--- src/rtl/uart_sender.sv ---
// Buffered 8N1 UART transmitter: a small power-of-two FIFO feeds a
// start/data/stop framing FSM that emits back-to-back frames with no idle gap.
module uart_sender #(
  parameter int CLKS_PER_BIT = 5208,
  parameter int FIFO_DEPTH   = 4
) (
  input  logic       sysclk,
  input  logic       reset,
  input  logic [7:0] tx_data,
  input  logic       tx_valid,
  output logic       tx_ready,
  output logic       txd,
  output logic       tx_busy,
  output logic [4:0] fifo_count
);

  localparam int          PW      = (FIFO_DEPTH > 1) ? $clog2(FIFO_DEPTH) : 1;
  localparam logic [15:0] BAUD_TC = 16'(CLKS_PER_BIT - 1);
  localparam logic [4:0]  DEPTH_C = 5'(FIFO_DEPTH);

  typedef enum logic [1:0] {IDLE, START, DATA, STOP} state_t;

  state_t                         state;
  logic [15:0]                    baud;
  logic [2:0]                     bit_idx;
  logic [7:0]                     shift;
  logic [FIFO_DEPTH-1:0][7:0]     mem;
  logic [PW-1:0]                  wr_ptr;
  logic [PW-1:0]                  rd_ptr;
  logic [4:0]                     count;

  logic baud_tc;
  logic push;
  logic pop;

  // Ready comes from the registered count only, so a full FIFO never accepts
  // on the same edge that it pops.
  assign tx_ready   = (count < DEPTH_C);
  assign fifo_count = count;
  assign tx_busy    = (state != IDLE) || (count != 5'd0);

  assign baud_tc = (baud == BAUD_TC);
  assign push    = tx_valid && tx_ready;
  assign pop     = (count != 5'd0) &&
                   ((state == IDLE) || ((state == STOP) && baud_tc));

  // Storage has no reset; the pointers and count define what is valid.
  always_ff @(posedge sysclk) begin
    if (push) mem[wr_ptr] <= tx_data;
  end

  always_ff @(posedge sysclk or negedge reset) begin
    if (!reset) begin
      wr_ptr <= '0;
      rd_ptr <= '0;
      count  <= 5'd0;
    end else begin
      if (push) wr_ptr <= wr_ptr + PW'(1);
      if (pop)  rd_ptr <= rd_ptr + PW'(1);
      count <= count + {4'd0, push} - {4'd0, pop};
    end
  end

  always_ff @(posedge sysclk or negedge reset) begin
    if (!reset) begin
      state   <= IDLE;
      txd     <= 1'b1;
      baud    <= 16'd0;
      bit_idx <= 3'd0;
      shift   <= 8'd0;
    end else begin
      case (state)
        IDLE: begin
          txd  <= 1'b1;
          baud <= 16'd0;
          if (pop) begin
            shift <= mem[rd_ptr];
            txd   <= 1'b0;
            state <= START;
          end
        end
        START: begin
          if (baud_tc) begin
            baud    <= 16'd0;
            txd     <= shift[0];
            bit_idx <= 3'd0;
            state   <= DATA;
          end else begin
            baud <= baud + 16'd1;
          end
        end
        DATA: begin
          if (baud_tc) begin
            baud <= 16'd0;
            if (bit_idx == 3'd7) begin
              txd   <= 1'b1;
              state <= STOP;
            end else begin
              txd     <= shift[bit_idx + 3'd1];
              bit_idx <= bit_idx + 3'd1;
            end
          end else begin
            baud <= baud + 16'd1;
          end
        end
        STOP: begin
          if (baud_tc) begin
            baud <= 16'd0;
            // Chain straight into the next start bit when data is waiting.
            if (pop) begin
              shift <= mem[rd_ptr];
              txd   <= 1'b0;
              state <= START;
            end else begin
              txd   <= 1'b1;
              state <= IDLE;
            end
          end else begin
            baud <= baud + 16'd1;
          end
        end
        default: begin
          state <= IDLE;
          txd   <= 1'b1;
          baud  <= 16'd0;
        end
      endcase
    end
  end

endmodule

--- config.mk ---
export PLATFORM = sky130hd
export DESIGN_NAME = uart_sender
export DESIGN_NICKNAME = d
export VERILOG_FILES = /design/src/rtl/uart_sender.sv
export SDC_FILE = /design/constraint.sdc
export NUM_CORES = 1
export LEC_CHECK = 0
export ABC_CLOCK_PERIOD_IN_PS = 3300
export BUFFER_PORTS_ARGS = -buffer_cell sky130_fd_sc_hd__clkbuf_2
export CAP_MARGIN = 20
export CORE_MARGIN = 4
export CORE_UTILIZATION = 50
export DETAILED_ROUTE_END_ITERATION = 7
export PLACE_DENSITY = 0.67
export SLEW_MARGIN = 10
export SYNTH_ARGS = -nofsm -noshare
export SYNTH_HDL_FRONTEND = slang
export SYNTH_SLANG_ARGS = --single-unit
--- constraint.sdc ---
create_clock -name sysclk -period 3.3 [get_ports sysclk]
set_clock_uncertainty 0.1 [all_clocks]
set_input_delay 0.33 -clock sysclk [delete_from_list [all_inputs] [get_ports sysclk]]
set_output_delay 0.33 -clock sysclk [all_outputs]
set_load 0.03 [all_outputs]
* Yosys cells after proc, flatten, opt, wreduce, memory -nomap -nowiden
Index checks and enable logic that the tools add are counted.
Word-level totals: flip-flop bits (word level) 71, output and inout bits 8
Operators by class: reduce and logical (&&, ||, !) cells 16, order comparisons 5, add/sub/neg operators 6, equal/unequal tests 11, muxes and demuxes 29
Operators by type and width (number):
- $bwmux W32 | 1
- $mux W8 | 4
- $pmux W16 S2 | 1
- $add A16 B1 Y16 const B | 1
- $bmux W8 S2 | 1
- $demux W8 S2 | 1
- $eq A16 B13 Y1 const B | 1
- $mux W16 | 1
- $pmux W8 S2 | 1
- $ne A2 B2 Y1 const B | 6
- $mux W2 | 5
- $mux W3 | 3
- $pmux W2 S4 | 1
- $mux W1 | 7
- $lt A2 B3 Y1 const B | 2
- $pmux W3 S2 | 1
- $reduce_bool A2 Y1 | 3
- $add A5 B1 Y5 | 1
- $lt A5 B3 Y1 const B | 1
- $reduce_and A5 Y1 | 1
- $reduce_bool A5 Y1 | 1
- $sub A5 B1 Y5 | 1
- $add A2 B1 Y2 const B | 2
- $eq A2 B2 Y1 const B | 2
- other kinds (14) | 18

* Logic depth before layout (Yosys ltp)
word-level depth 7, mapped depth 13, depth with buffers taken out 12

* Worst setup path before layout
Ideal clock, no wire load.
path type reg-to-reg, start point register count[2], in the netlist fifo_count[2], end point register count[4], in the netlist fifo_count[4], library setup time 79 ps, period minus slack after synthesis 2875 ps, cell stages (with the launch flop) 14, data arrival time 2696 ps, slack 425 ps, path through dfrtp_1 > inv_1 > ha_1 > nor4b_1 > nor2_1 > and2_1 > buf_2 > xnor2_1 > ha_1 > fa_1 > a21oi_1 > nor2_1 > nor2_1 > xor2_1
On the way: longest elaborated chain between the ends 4, elaborated cells on any way between the ends 6, classes of those cells add/sub: 2; order compare: 1; reduce/logical: 3
Ends and longest elaborated chain:
- from (decl) | RTL line 30 | logic [4:0] count;
- from (signal assigned) | RTL line 60 | count <= count + {4'd0, push} - {4'd0, pop};
- $lt A5 B3 Y1 | RTL line 38 | assign tx_ready = (count < DEPTH_C);
- $logic_and A1 B1 Y1 | RTL line 43 | assign push = tx_valid && tx_ready;
- $add A5 B1 Y5 | RTL line 60
- $sub A5 B1 Y5 * | RTL line 60
Mark *: on every way between the ends. The rest lies on a longest branch, timed or not. A chain may end at the register's enable or synchronous reset.

* Worst setup path after layout
Ends and elaborated chain as after synthesis.

==> impl_summary.log <==
[metrics] kind of cell with the highest combined delay on the critical path: simple AND/OR/NAND/NOR gates
[metrics] router iterations before antenna repair: 4
[metrics] Cells after Synth: 235
[metrics] global-route met1 utilization: 20.8%
[metrics] post-route cell area: 3700 sq um
[metrics] setup total negative slack: 0 ns
[metrics] master of the slowest instance on the critical path: sky130_fd_sc_hd__dfrtp_1
[metrics] initial core utilization: 51.6%
[metrics] slew at the pin closest to its max-slew limit: 0.563 ns
[metrics] Detail Route Antenna Nets: 0
[metrics] largest cells by area after synthesis: sky130_fd_sc_hd__edfxtp_1, sky130_fd_sc_hd__dfrtp_1, sky130_fd_sc_hd__ha_1
[metrics] share of flip-flops with an asynchronous set or reset after synthesis: 54.9%
[metrics] global-route wire length before repair: 9430 microns
[metrics] ys flop type: sky130_fd_sc_hd__dfrtp_1
[metrics] crit path buf inv count: 1
[metrics] grt peak-use layer: met2
[metrics] clock transition time at the flip-flop clock pins of the worst setup and hold paths: 0.08 ns
[metrics] Layout fillers: 530
[metrics] standard cell core area: 6390 sq um
[metrics] #FFs+latches synth: 71
[metrics] layout net count: 291
[metrics] Synth-to-Final Area Change: 12.2%
[metrics] clock root buffer: sky130_fd_sc_hd__clkbuf_8
[metrics] most frequent standard cell in the layout excluding fill and tap cells: sky130_fd_sc_hd__dfrtp_1
[metrics] CP Capture Type: flop
[metrics] horizontal extent of the die: 89.2 microns
[metrics] DRC violation total after the first TritonRoute iteration: 60
[metrics] maximum single-stage delay on the critical path: 0.41 ns
[metrics] worst voltage drop across the vdd grid: 0.315 mV
[metrics] Port Buffers: 18
[metrics] TritonCTS clock tree: yes
[metrics] Area after DPL: 3470 sq um
[metrics] pin count of the biggest net entering global routing: 40
[metrics] number of buffers created by CTS: 9
[metrics] Slew Limit Fails: 0
[metrics] class of the tightest hold or removal check: in -> reg
[metrics] average wire per cell in the routed design: 15.9 microns
[metrics] insertion delay to the later sink of the worst-skew pair: 0.34 ns
[metrics] count of synthesis-stage warnings from yosys: 0
[metrics] per-cell via count in the routed design: 5.40
[metrics] most repeated library cell on the critical path: sky130_fd_sc_hd__nor2_1
[metrics] worst endpoint required time: 3.47 ns
[metrics] global-route total usage across every layer: 16.2%
[metrics] total via count in the routed design: 1852
[metrics] R2R Setup Slk: 0.53 ns
[metrics] register cell area after layout: 1940 sq um
[metrics] post-route non-filler standard cell count: 343
[metrics] FP Rows: 29
[metrics] Worst Hold Slack: 0.101 ns
[metrics] highest clock rate: 0.361 GHz
[metrics] met2 Resource Use GR: 25.6%
[metrics] setup repair after global routing missed its margin: false
[metrics] DP Cell Count: 325
[metrics] commonest cells after routing, fill and taps aside: sky130_fd_sc_hd__dfrtp_1, sky130_fd_sc_hd__edfxtp_1, sky130_fd_sc_hd__nor2_1
[metrics] gr ovfl total: 0
[metrics] CP cell instances: inv_1 -> ha_1 -> nor4b_2 -> nor2_1 -> and2_1 -> xnor2_1 -> ha_1 -> fa_1 -> a21oi_1 -> nor2_1 -> nor2_1 -> xor2_1
[metrics] CP startpoint kind: flop
[metrics] final worst setup slack: 0.527 ns
[metrics] Layout Utilization: 57.9%
[metrics] routability cong.: 0.770
[metrics] Worst Path Class, Setup: reg -> reg
[metrics] remaining max-slew budget at the tightest pin: 62.4%
[metrics] post-CTS setup buffer count: 0
[metrics] Post-Synthesis Net Count: 265
[metrics] combined area of the multi-input logic cells: 1310 sq um
[metrics] time the worst path needs with I/O delays and setup: 2.77 ns
[metrics] power density over cell area: 441 nW/um^2
[metrics] initial antenna violation count: 0
[metrics] post-route total power: 1.63 mW
[metrics] HPWL after detailed placement: 3790 microns
[metrics] reported leakage power: 1.56 nW
[metrics] die boundary height: 89.2 microns
[metrics] number of sinks handled by clock tree synthesis: 71
[metrics] number of remaining DRC errors: 0
[metrics] cell taking the most area after synthesis: sky130_fd_sc_hd__edfxtp_1
[metrics] number of library cell types mapped by synthesis: 43
[metrics] largest fanout of any net on the critical path: 5
[metrics] maximum clock insertion buffer count: 2
[metrics] Max Cap Viol: 0
[metrics] top-level I/O count: 19
[metrics] share of final-layout standard cells stronger than drive strength 1: 19.9%
[metrics] H-tree levels: 3
[metrics] Placement Setup Slack: 0.275 ns
[metrics] Worst EP arrival: 2.94 ns
[metrics] Final Hold Vio Count: 0
[metrics] Total Routed Length: 5470 microns
[metrics] via count of the first global-routing pass: 1930
[metrics] number of flops mapped to enable cells by yosys: 32
[metrics] post-synthesis instance area: 3300 sq um
[metrics] mean instance size in the synthesized netlist: 14.0 sq um
[metrics] sequential cell area fraction in the yosys report: 58.8%
[metrics] diodes inserted: 0
[metrics] run status: finished clean
[metrics] floorplan die area: 7960 sq um
[metrics] share of the clock period used by the worst path: 84.0%
[metrics] Setup violations, final: 0
[metrics] fraction of post-synthesis cell area in the top cell type by area: 29.1%
[metrics] met3 Track Usage GR: 4.42%
-- metal layers --
| layer | vias up | part of all wire [%] |
|---|---|---|
| li1 | 914 | - |
| met5 | - | 0 |
| met3 | 10 | 3.8 |
| met2 | 22 | 47 |
| met4 | 0 | 1.7 |
| met1 | 906 | 47 |
-- report_power, final --
part	internal [mW]	switching, mW
registers	0.924	0
clock network	0.353	0.333
logic	0.00744	0.0156
-- cells in the mapped netlist (all sizes together), types with 4 or more instances --
cell    instances
nand3           7
a21oi           4
nand2          12
mux2           12
a22o            5
nor2           21
and3            9
dfrtp          38
xnor2           5
inv             9
buf             4
mux4            8
edfxtp         32
ha             18
xor2           16
-- logic make-up (layout without fill, tap and decap cells) --
family	count (synthesis)	after routing	synth area share [%]
AO/OA/AOI/OAI	18	18	4.02
XOR/XNOR	21	21	5.58
buffers and inverters	15	46	1.82
multiplexers	22	22	10.3
AND/OR/NAND/NOR	69	69	12.1
adder cells (fa/ha/maj)	19	19	7.44
flip-flops	71	71	58.8
-- timing repair --
| action | 4_1_cts | 5_1_grt |
|---|---|---|
| gates resized for setup | 0 | 1 |
| setup endpoints to repair | 0 | 1 |
| hold endpoints to repair | 0 | 6 |
| hold buffers | 0 | 1 |
-- final cells by class --
class,instances,area share [%]
clock buffer,10,3.45
clock inverter,6,1.89
inverter,9,0.913
multi-input combinational,149,35.3
sequential,71,52.4
tap,77,2.60
timing repair buffer,21,3.45
-- state kept, by name, indices dropped and copies added (netlist names) --
signal	cells
txd	1
mem	32
bit_idx	3
shift	8
wr_ptr	2
fifo_count	5
rd_ptr	2
state	2
baud	16
-- worst paths after layout --
kind / from / end / cells after the start
setup / recovery: fifo_count[2] / fifo_count[4] / 12
hold / removal: tx_data[3] / mem[11] / 1
setup reg to reg: fifo_count[2] / fifo_count[4] / 12
hold reg to reg: shift[5] / shift[5] / 1
max in group asynchronous: reset / txd / 3
min in group asynchronous: reset / bit_idx[0] / 2
Power figures use the tool's default switching activity.
